`config.mk`:
```
export PLATFORM = sky130hd
export DESIGN_NAME = aibnd_red_shift_seq_flat
export DESIGN_NICKNAME = d
export VERILOG_FILES = /design/src/rtl/aibnd_red_shift_seq_pkg.sv /design/src/rtl/aibnd_red_shift_seq_if.sv /design/src/rtl/aibnd_red_therm_dec.sv /design/src/rtl/aibnd_red_shift_seq.sv /design/src/flat_wrapper.sv
export SDC_FILE = /design/constraint.sdc
export NUM_CORES = 1
export LEC_CHECK = 0
export CAP_MARGIN = 20
export CORE_ASPECT_RATIO = 0.6
export CORE_MARGIN = 8
export CORE_UTILIZATION = 56
export DETAILED_ROUTE_END_ITERATION = 16
export GPL_TIMING_DRIVEN = 0
export PLACE_DENSITY = 0.85
export SYNTH_ARGS = -nofsm -noshare
export SYNTH_HDL_FRONTEND = slang
export SYNTH_SLANG_ARGS = --single-unit
```
`constraint.sdc`:
```
create_clock -name clk -period 4.2 [get_ports clk]
set_input_delay 0.42 -clock clk [delete_from_list [all_inputs] [get_ports clk]]
set_output_delay 0.42 -clock clk [all_outputs]
set_load 0.005 [all_outputs]
```
`src/rtl/aibnd_red_shift_seq_pkg.sv`:
```
// Shared types and constants for the AIB redundancy-shift sequencer.
package aibnd_red_pkg;

   typedef enum logic [2:0] {
      ST_IDLE,
      ST_GATE,
      ST_APPLY,
      ST_RELEASE,
      ST_ACK
   } red_state_t;

   localparam int RED_CNT_W = 8;

   // Width needed to hold a lane index 0..n, where n itself means "no repair".
   function automatic int red_idx_w(input int n);
      return $clog2(n + 1);
   endfunction

endpackage

```
`src/rtl/aibnd_red_shift_seq_if.sv`:
```
// Configuration request / lane-mux control bundle for aibnd_red_shift_seq.
interface aibnd_red_shift_seq_if
   import aibnd_red_pkg::*;
#(
   parameter int NUM_LANES = 16,
   parameter int IDX_W     = red_idx_w(NUM_LANES)
);
   logic                 cfg_req;
   logic [IDX_W-1:0]     cfg_fail_idx;
   logic                 cfg_jtag_sel;
   logic                 cfg_ack;
   logic                 busy;
   logic                 mux_gate;
   logic [NUM_LANES-1:0] shift_en;
   logic                 jtag_clksel;
   logic                 err;
   logic [RED_CNT_W-1:0] repair_cnt;

   // Requester side: repair/configuration registers.
   modport master (
      output cfg_req, cfg_fail_idx, cfg_jtag_sel,
      input  cfg_ack, busy, mux_gate, shift_en, jtag_clksel, err, repair_cnt
   );

   // Sequencer side.
   modport slave (
      input  cfg_req, cfg_fail_idx, cfg_jtag_sel,
      output cfg_ack, busy, mux_gate, shift_en, jtag_clksel, err, repair_cnt
   );
endinterface

```
`src/rtl/aibnd_red_therm_dec.sv`:
```
// Lane index -> thermometer select: bit i set when lane i sits at or above the failed lane.
module aibnd_red_therm_dec
   import aibnd_red_pkg::*;
#(
   parameter int NUM_LANES = 16,
   parameter int IDX_W     = red_idx_w(NUM_LANES)
) (
   input  logic [IDX_W-1:0]     idx,
   output logic [NUM_LANES-1:0] therm
);
   for (genvar gi = 0; gi < NUM_LANES; gi++) begin : g_lane
      // Unsigned compare at IDX_W bits; idx==NUM_LANES leaves every lane unshifted.
      assign therm[gi] = (IDX_W'(gi) >= idx);
   end
endmodule

```
`src/rtl/aibnd_red_shift_seq.sv`:
```
// Redundancy-shift sequencer: gates the lane muxes, settles, applies the new
// shift_en / jtag_clksel pattern, settles again and releases the gate.
// Optional feature macro: AIBND_RED_REPAIR_CNT_EN (saturating applied-change counter).
module aibnd_red_shift_seq
   import aibnd_red_pkg::*;
#(
   parameter int NUM_LANES  = 16,
   parameter int SETTLE_CYC = 4,
   parameter int IDX_W      = red_idx_w(NUM_LANES)
) (
   input  logic                clk,
   input  logic                rst,
   aibnd_red_shift_seq_if.slave bus
);
   localparam int               CNT_W    = $clog2(SETTLE_CYC + 1);
   localparam logic [CNT_W-1:0] CNT_LOAD = CNT_W'(SETTLE_CYC - 1);

   red_state_t           state;
   logic [CNT_W-1:0]     cnt;
   logic [IDX_W-1:0]     lat_idx;
   logic                 lat_jtag;
   logic [NUM_LANES-1:0] shift_en_q;
   logic                 jtag_q;
   logic                 gate_q;
   logic                 busy_q;
   logic                 ack_q;
   logic                 err_q;
   logic [NUM_LANES-1:0] req_therm;
   logic [NUM_LANES-1:0] lat_therm;
   logic                 idx_bad;
   logic                 no_change;

   // Incoming index decoded for the no-change compare in IDLE.
   aibnd_red_therm_dec #(.NUM_LANES(NUM_LANES), .IDX_W(IDX_W)) u_dec_req (
      .idx   (bus.cfg_fail_idx),
      .therm (req_therm)
   );

   // Latched index decoded for the pattern driven at APPLY.
   aibnd_red_therm_dec #(.NUM_LANES(NUM_LANES), .IDX_W(IDX_W)) u_dec_lat (
      .idx   (lat_idx),
      .therm (lat_therm)
   );

   assign idx_bad   = (bus.cfg_fail_idx > IDX_W'(NUM_LANES));
   assign no_change = (req_therm == shift_en_q) && (bus.cfg_jtag_sel == jtag_q);

   // Sequencer FSM; every output is a register updated here.
   always_ff @(posedge clk or posedge rst) begin
      if (rst) begin
         state      <= ST_IDLE;
         cnt        <= '0;
         lat_idx    <= '0;
         lat_jtag   <= 1'b0;
         shift_en_q <= '0;
         jtag_q     <= 1'b0;
         gate_q     <= 1'b0;
         busy_q     <= 1'b0;
         ack_q      <= 1'b0;
         err_q      <= 1'b0;
      end else begin
         case (state)
            ST_IDLE: begin
               if (bus.cfg_req) begin
                  lat_idx  <= bus.cfg_fail_idx;
                  lat_jtag <= bus.cfg_jtag_sel;
                  busy_q   <= 1'b1;
                  if (idx_bad) begin
                     err_q <= 1'b1;
                     ack_q <= 1'b1;
                     state <= ST_ACK;
                  end else if (no_change) begin
                     ack_q <= 1'b1;
                     state <= ST_ACK;
                  end else begin
                     gate_q <= 1'b1;
                     cnt    <= CNT_LOAD;
                     state  <= ST_GATE;
                  end
               end
            end
            ST_GATE: begin
               // Selects move on entry to APPLY, after SETTLE_CYC gated cycles.
               if (cnt == '0) begin
                  shift_en_q <= lat_therm;
                  jtag_q     <= lat_jtag;
                  state      <= ST_APPLY;
               end else begin
                  cnt <= cnt - 1'b1;
               end
            end
            ST_APPLY: begin
               cnt   <= CNT_LOAD;
               state <= ST_RELEASE;
            end
            ST_RELEASE: begin
               if (cnt == '0) begin
                  gate_q <= 1'b0;
                  ack_q  <= 1'b1;
                  state  <= ST_ACK;
               end else begin
                  cnt <= cnt - 1'b1;
               end
            end
            ST_ACK: begin
               ack_q  <= 1'b0;
               busy_q <= 1'b0;
               state  <= ST_IDLE;
            end
            default: state <= ST_IDLE;
         endcase
      end
   end

`ifdef AIBND_RED_REPAIR_CNT_EN
   logic [RED_CNT_W-1:0] rep_cnt_q;

   // Saturating count of APPLY cycles.
   always_ff @(posedge clk or posedge rst) begin
      if (rst)
         rep_cnt_q <= '0;
      else if (state == ST_APPLY && rep_cnt_q != {RED_CNT_W{1'b1}})
         rep_cnt_q <= rep_cnt_q + 1'b1;
   end

   assign bus.repair_cnt = rep_cnt_q;
`else
   assign bus.repair_cnt = '0;
`endif

   assign bus.shift_en    = shift_en_q;
   assign bus.jtag_clksel = jtag_q;
   assign bus.mux_gate    = gate_q;
   assign bus.busy        = busy_q;
   assign bus.cfg_ack     = ack_q;
   assign bus.err         = err_q;

endmodule

```
`src/flat_wrapper.sv`:
```
// flat-port wrapper written by rule: the top's interface ports become plain ports
module aibnd_red_shift_seq_flat import aibnd_red_pkg::*;
#(
   parameter int NUM_LANES  = 16,
   parameter int SETTLE_CYC = 4,
   parameter int IDX_W      = red_idx_w(NUM_LANES)
)
  (clk, rst, bus_cfg_req, bus_cfg_fail_idx, bus_cfg_jtag_sel, bus_cfg_ack, bus_busy, bus_mux_gate, bus_shift_en, bus_jtag_clksel, bus_err, bus_repair_cnt);
  aibnd_red_shift_seq_if #(.NUM_LANES(NUM_LANES), .IDX_W(IDX_W)) bus_i ();
  input  logic clk;
  input  logic rst;
  input wire logic [$bits(bus_i.cfg_req)-1:0] bus_cfg_req;
  input wire logic [$bits(bus_i.cfg_fail_idx)-1:0] bus_cfg_fail_idx;
  input wire logic [$bits(bus_i.cfg_jtag_sel)-1:0] bus_cfg_jtag_sel;
  output wire logic [$bits(bus_i.cfg_ack)-1:0] bus_cfg_ack;
  output wire logic [$bits(bus_i.busy)-1:0] bus_busy;
  output wire logic [$bits(bus_i.mux_gate)-1:0] bus_mux_gate;
  output wire logic [$bits(bus_i.shift_en)-1:0] bus_shift_en;
  output wire logic [$bits(bus_i.jtag_clksel)-1:0] bus_jtag_clksel;
  output wire logic [$bits(bus_i.err)-1:0] bus_err;
  output wire logic [$bits(bus_i.repair_cnt)-1:0] bus_repair_cnt;
  assign bus_i.cfg_req = bus_cfg_req;
  assign bus_i.cfg_fail_idx = bus_cfg_fail_idx;
  assign bus_i.cfg_jtag_sel = bus_cfg_jtag_sel;
  assign bus_cfg_ack = bus_i.cfg_ack;
  assign bus_busy = bus_i.busy;
  assign bus_mux_gate = bus_i.mux_gate;
  assign bus_shift_en = bus_i.shift_en;
  assign bus_jtag_clksel = bus_i.jtag_clksel;
  assign bus_err = bus_i.err;
  assign bus_repair_cnt = bus_i.repair_cnt;
  aibnd_red_shift_seq #(.NUM_LANES(NUM_LANES), .SETTLE_CYC(SETTLE_CYC), .IDX_W(IDX_W)) u_core (.clk(clk), .rst(rst), .bus(bus_i));
endmodule
```
==> results of run 1 <==
logic make-up after synthesis:
logic type | count (synthesis) | synth area share (%)
xor gates and xnor gates | 4 | 1.77
and+or+nand+nor | 65 | 16.8
buffers and inverters | 31 | 7.84
DFF | 33 | 41.7
other | 1 | 0.190
muxes | 6 | 3.42
AOI/OAI and AO/OA | 74 | 27.0
adders and majority gates | 2 | 1.26
worst reg2reg max path, stage by stage, from the launching register on:
cell	delay, ns
sky130_fd_sc_hd__dfrtp_1	0.48
sky130_fd_sc_hd__nor4b_1	0.33
sky130_fd_sc_hd__a31oi_1	0.06
sky130_fd_sc_hd__or4_1	0.54
sky130_fd_sc_hd__or4_4	0.56
sky130_fd_sc_hd__a2111oi_4	0.55
sky130_fd_sc_hd__a21boi_0	0.20
layer usage:
layer	share of wire (%)	vias up	track usage [%]
met5	0	-	0
met4	1.7	0	7.73
met3	11	12	4.20
met2	42	115	28.5
met1	45	882	26.2
li1	-	870	-
power by group:
part	leakage (nW)	switching [mW]	internal, mW	total [mW]
Combinational	0.600	0.383	0.376	0.759
Clock	0.0585	0.114	0.193	0.308
Sequential	0.402	0.152	0.454	0.607
Total	1.06	0.650	1.02	1.67
cell usage after synthesis (all sizes together) (4+ instances only):
library cell / number / share of area [%]
a211oi: 6 / 2.3
o21a: 4 / 1.5
buf: 11 / 4.0
dfrtp: 33 / 42
nor3: 8 / 2.0
nor2b: 5 / 1.6
a21oi: 8 / 2.0
a31oi: 7 / 2.2
clkbuf: 13 / 2.5
mux2: 6 / 3.4
inv: 7 / 1.3
o21ai: 16 / 4.0
nand2: 27 / 5.1
o31ai: 7 / 2.7
a21o: 4 / 1.5
nor2: 5 / 0.95
final timing paths:
| path | startpoint | to |
|---|---|---|
| worst max register to register | u_core.bus.shift_en[9]$_DFFE_PP0P_ | u_core.state[0]$_DFFE_PP0P_ |
| worst max-delay path | bus_cfg_fail_idx[4] | u_core.state[0]$_DFFE_PP0P_ |
| max in group asynchronous | rst | u_core.bus.shift_en[3]$_DFFE_PP0P_ |
| worst min register to register | u_core.bus.err$_DFFE_PP0P_ | u_core.bus.err$_DFFE_PP0P_ |
| worst min-delay path | u_core.bus.err$_DFFE_PP0P_ | u_core.bus.err$_DFFE_PP0P_ |
| min in group asynchronous | rst | u_core.lat_jtag$_DFFE_PP0P_ |
sequential cells by signal (all words and copies together), names as in the netlist, 3 cells and up:
signal               cells
u_core.cnt               3
u_core.state             3
u_core.bus.shift_en     16
u_core.lat_idx           5
through the flow:
stage	power (mW)	instance area (µm²)	worst slack (ns)
after floorplan	1.02	2000	1.41
after global placement	1.32	2340	0.820
after detailed placement	1.35	2370	0.746
after CTS	1.66	2480	1.03
after global routing	1.77	2480	0.877
final	1.67	2480	0.981
cell type report:
class	count	share of cell area, %
plain buffers	24	5.19
clock buffers	7	3.47
clock inverters	1	1.21
inverters	7	1.06
multi-input cells	159	41.2
flip-flops and latches	33	33.2
well taps	45	2.27
repair buffers	29	12.4
==> flow_summary.json, run 1 <==
{
  "run_status": "finished clean",
  "dr.first_iter.drc_count": 193,
  "worst_r2r_path_depth": 6,
  "critical_path_class": "in2reg",
  "vias_in_the_first_global_route": 1721,
  "number_of_enable_type_register_cells_in_the_synthesized_netlist": 0,
  "clock-skew-final_ns": 0.00545,
  "crit_chain": "clkdlybuf4s50_1 > buf_2 > nor4b_1 > a31oi_1 > or4_1 > or4_4 > a2111oi_4 > a21boi_0",
  "post-place-cells": 297,
  "multi_input_area_um2": 1020,
  "max_cap_violations": 0,
  "endpoint_kind": "register",
  "post_route_fraction_of_the_period_consumed_by_the_critical_path_pct": 76.6,
  "grt_overflow": 0,
  "crit_arrival_ns": 3.33,
  "fin_crit_ns": 3.22,
  "critical_path.max_fanout": 10,
  "drive_above_1_share_pct": 10.8,
  "worst-r2r-setup-slack_ns": 1.32,
  "synth-async-reset-ratio_pct": 100,
  "ant_nets": 0,
  "synth_sequential_area_ratio_pct": 41.7,
  "netlist-cell-type-count": 53,
  "hold_path_depth": 1,
  "ys_seq_elements": 33,
  "power.leakage_nw": 1.06,
  "cts.htree.levels": 2,
  "timing.critical_path.required_ns": 4.32,
  "cp_num_buf_inv": 2,
  "initial_core_util_pct": 59.5,
  "dpl.hpwl_mm": 3.92,
  "worstSkewPairLatency_ns": 0.28,
  "number_of_buffers_added_by_the_clock_tree_synthesis_step": 5,
  "post_cts.resized_instances": 0,
  "layout.cells.most_common": "sky130_fd_sc_hd__dfrtp_1",
  "layout.filler_cells": 239,
  "areaGrowthSynthToFinish_pct": 25.6,
  "power.density_nw_per_um2": 673,
  "avgViaCountPerCell": 6.16,
  "whs_ns": 0.480,
  "cts_hold_buf": 0,
  "synthesis.yosys.warnings": 0,
  "grt_max_degree": 22,
  "syn_inst": 216,
  "fin_cells": 305,
  "number_of_clock_sinks": 33,
  "detailroute.via_count": 1879,
  "yosys_most_used_dff": "sky130_fd_sc_hd__dfrtp_1",
  "final_core_utilization_pct": 74.8,
  "max_stage_delay_ns": 0.56,
  "finalWeightedCongestion": 0.890,
  "slew_headroom_pct": 51.2,
  "clock_path_buffers": 2,
  "wire_per_inst_um": 17.6,
  "port_buffers": 28,
  "std_cell_rows": 16,
  "path_clk_slew_ns": 0.07,
  "final-seq-area_um2": 826,
  "report.final.slew_viol_count": 0,
  "finalHoldViolCount": 0,
  "detail_route.wirelength_mm": 5.35,
  "grt_setup_unrepaired": "no",
  "clock.fmax_ghz": 0.311,
  "ant_diodes": 0,
  "finish_stage_setup_viols": 0,
  "chipWidth_um": 92.7,
  "cts_post_setup_buffers_inserted": 0,
  "final_net_count": 270,
  "timing.setup.tns_ns": 0,
  "synthesis.area_per_instance_um2": 9.16,
  "worst_tran_pin_value_ns": 0.722,
  "groute.usage.overall_pct": 19.0,
  "clock-root-buffer": "sky130_fd_sc_hd__clkbuf_8",
  "critical_path.top_delay_family": "simple AND/OR/NAND/NOR gates",
  "final_cell_mix": "33 x sky130_fd_sc_hd__dfrtp_1, 28 x sky130_fd_sc_hd__clkdlybuf4s50_1, 27 x sky130_fd_sc_hd__nand2_1",
  "grt_antenna_before_repair": 0,
  "drt_pre_antenna_iters": 5,
  "synth_area_um2": 1980,
  "first_pass_grt_wire_length_mm": 8.49,
  "worst_setup_start_kind": "input pin",
  "top_level_ports": 38,
  "die_area_um2": 5750,
  "clock_tree_from_tritoncts": "yes",
  "drt_drc_violations_left": 0,
  "ir_drop_mv": 0.366,
  "type_of_the_tightest_min_delay_check": "reg2reg",
  "worst_path_max_delay_cell": "sky130_fd_sc_hd__or4_4",
  "die_y_um": 62.0,
  "floorplan.core_area_um2": 3320,
  "critical_path_depth": 8
}
Power figures use the tool's default switching activity.
==> run 2, diff against run 1 <==
CORE_UTILIZATION = 47   (was 56)
PLACE_DENSITY = 0.76   (was 0.85)
clock period = 2.7 ns   (was 4.2 ns; I/O delays follow)
==> run 2 against run 1 <==
Net effect: design area rose by 3.2%; clock-buffer cell count decreased by 1; global-route usage decreased by 2.6 points; sequential share of layout area is 0.99 points lower; hold slack worse by 0.15 ns; clock power up 57%; register-to-register slack worse by 1.2 ns; clock skew fell by 0.0013 ns; combinational power rose by 54%; critical path depth unchanged; power is 56% higher; first-iteration DRC count is 7.8% lower; critical path type unchanged; critical endpoint is now u_core.cnt[1]$_DFFE_PP0P_; largest cell class unchanged.
==> flow_summary.json, run 2 (synthesis gave the netlist of run 1 again) <==
{
  "run_status": "finished clean",
  "comb_power_share_pct": 44.9,
  "power.density_nw_per_um2": 1020,
  "initial_core_util_pct": 48.5,
  "seq_power_share_pct": 36.5,
  "grt_setup_unrepaired": "no",
  "std_cell_rows": 18,
  "rr_startpoint": "u_core.bus.shift_en[6]$_DFFE_PP0P_",
  "met2_usage_pct": 22.6,
  "critical_path.top_delay_family": "simple AND/OR/NAND/NOR gates",
  "post_route_fraction_of_the_period_consumed_by_the_critical_path_pct": 96.6,
  "worst_tran_pin_value_ns": 0.616,
  "worst-r2r-setup-slack_ns": 0.10,
  "die_area_um2": 6610,
  "fin_crit_ns": 2.61,
  "clock-skew-final_ns": 0.00418,
  "report.final.slew_viol_count": 0,
  "areaGrowthSynthToFinish_pct": 29.7,
  "grt_overflow": 0,
  "global_route.usage.met1_pct": 23.0,
  "detail_route.wirelength_mm": 5.39,
  "critical_path.reg2reg.endpoint": "u_core.cnt[1]$_DFFE_PP0P_",
  "cp_num_buf_inv": 2,
  "number_of_clock_sinks": 33,
  "vias_in_the_first_global_route": 1667,
  "finalHoldViolCount": 0,
  "final_net_count": 271,
  "port_buffers": 28,
  "whs_ns": 0.326,
  "drive_above_1_share_pct": 13.8,
  "drt_pre_antenna_iters": 4,
  "worst_r2r_path_depth": 7,
  "groute.usage.overall_pct": 16.4,
  "timing.critical_path.required_ns": 2.84,
  "slew_headroom_pct": 58.6,
  "worstSkewPairLatency_ns": 0.28,
  "share_of_total_power_consumed_by_net_switching_pct": 38.7,
  "dpl.hpwl_mm": 3.98,
  "die_y_um": 66.3,
  "floorplan.core_area_um2": 4080,
  "pint_mw": 1.60,
  "dr.first_iter.drc_count": 178,
  "layout.cells.most_common": "sky130_fd_sc_hd__dfrtp_1",
  "clock.fmax_ghz": 0.383,
  "clock_path_buffers": 2,
  "clock_tree_from_tritoncts": "yes",
  "placedInstanceArea_um2": 2390,
  "number_of_buffers_added_by_the_clock_tree_synthesis_step": 5,
  "worst_setup_start_kind": "input pin",
  "wire_per_inst_um": 16.8,
  "detailroute.via_count": 1818,
  "ant_diodes": 0,
  "global_route.usage.met3_pct": 6.83,
  "type_of_the_tightest_min_delay_check": "in2async",
  "critical_path_class": "in2reg",
  "flip_flop_count_of_the_largest_register_after_layout": 16,
  "timing.setup.tns_ns": 0,
  "ant_nets": 0,
  "power.switching_mw": 1.01,
  "chipWidth_um": 99.8,
  "crit_arrival_ns": 2.75,
  "global_route.peak_usage_layer": "met1",
  "final_core_utilization_pct": 62.9,
  "drt_drc_violations_left": 0,
  "first_pass_grt_wire_length_mm": 8.56,
  "cts.htree.levels": 2,
  "clock_power_share_pct": 18.6,
  "post-place-cells": 312,
  "final_cell_area_um2": 2560,
  "p_total_mw": 2.61,
  "clock-root-buffer": "sky130_fd_sc_hd__clkbuf_8",
  "grt_antenna_before_repair": 0,
  "avgViaCountPerCell": 5.66,
  "max_cap_violations": 0,
  "ir_drop_mv": 0.521,
  "path_clk_slew_ns": 0.07,
  "top_level_ports": 38,
  "finalWeightedCongestion": 0.922,
  "finish_stage_setup_viols": 0,
  "power.leakage_nw": 1.10,
  "crit_chain": "clkdlybuf4s50_1 > xor2_1 > a221o_1 > or4_1 > or4_4 > a2111oi_4 > buf_6 > a31oi_1",
  "endpoint_kind": "register",
  "worst_path_max_delay_cell": "sky130_fd_sc_hd__or4_4",
  "grt_max_degree": 22,
  "max_stage_delay_ns": 0.56,
  "dp_worst_setup_slack_ns": -0.691,
  "fin_cells": 321,
  "final_cell_mix": "32 x sky130_fd_sc_hd__dfrtp_1, 27 x sky130_fd_sc_hd__nand2_1, 25 x sky130_fd_sc_hd__clkdlybuf4s50_1",
  "critical_path.max_fanout": 7,
  "layout.filler_cells": 336,
  "layout_setup_ws_ns": 0.0922
}
run 2: changes by cell type in the layout (fill, tap and decap cells not counted), moves of 2 or more:
cell,delta
sky130_fd_sc_hd__buf_6,+2
sky130_fd_sc_hd__clkbuf_1,-2
sky130_fd_sc_hd__clkdlybuf4s50_1,-3
sky130_fd_sc_hd__clkinvlp_4,+2
sky130_fd_sc_hd__dlymetal6s2s_1,+2
run 2: final cells by class:
type	instances	area [µm²]	share of cell area (%)
tap	60	75.1	2.93
inverter	7	30.0	1.17
timing repair buffer	30	323	12.6
clock inverter	2	37.5	1.46
clock buffer	6	82.6	3.22
sequential	33	827	32.2
multi-input combinational	159	1050	41.1
buffer	24	136	5.32
run 2: per-layer routing:
metal  wire length [µm]  part of all wire [%]
met5                  0                     0
met4                  0                     0
met3                564                    10
met2               2270                    42
met1               2550                    47
run 2: worst register-to-register path, delay by kind of cell, from the launching register on:
family	cells	cell delay, ns
AOI/OAI and AO/OA	4	0.87
buffers and inverters	1	0.18
and+or+nand+nor	2	0.95
DFF	1	0.45
run 2: worst max path at each step:
stage	to	cells after the start	slack [ns]	startpoint
final	u_core.cnt[1]$_DFFE_PP0P_	8	0.09	bus_cfg_jtag_sel
after global placement	u_core.cnt[2]$_DFFE_PP0P_	8	-0.62	bus_cfg_fail_idx[2]
after CTS	u_core.cnt[1]$_DFFE_PP0P_	8	0.008	bus_cfg_fail_idx[4]
after global routing	u_core.cnt[0]$_DFFE_PP0P_	7	0.02	u_core.bus.shift_en[9]$_DFFE_PP0P_
after detailed placement	u_core.cnt[2]$_DFFE_PP0P_	8	-0.69	bus_cfg_fail_idx[2]
after floorplan	u_core.state[0]$_DFFE_PP0P_	7	0.06	bus_cfg_fail_idx[1]
run 2: power by group through the flow:
| stage | sequential, mW | clock (mW) | combinational [mW] |
|---|---|---|---|
| final | 0.953 | 0.484 | 1.17 |
| after global routing | 0.977 | 0.512 | 1.30 |
| after CTS | 0.939 | 0.494 | 1.17 |
| after detailed placement | 0.943 | 0 | 1.16 |
| after global placement | 0.931 | 0 | 1.12 |
| after floorplan | 0.883 | 0 | 0.703 |
run 2: repair_timing:
action	in CTS	in global routing
setup endpoints to repair	7	7
buffers inserted	1	0
pin swaps	1	2
resized for setup	6	8
hold buffers	0	0
==> run 3, diff against run 2 <==
HOLD_SLACK_MARGIN = 0.03   (was default)
==> results of run 3 <==
Same layout as run 2: the final DEF is identical, and so are final timing and power.
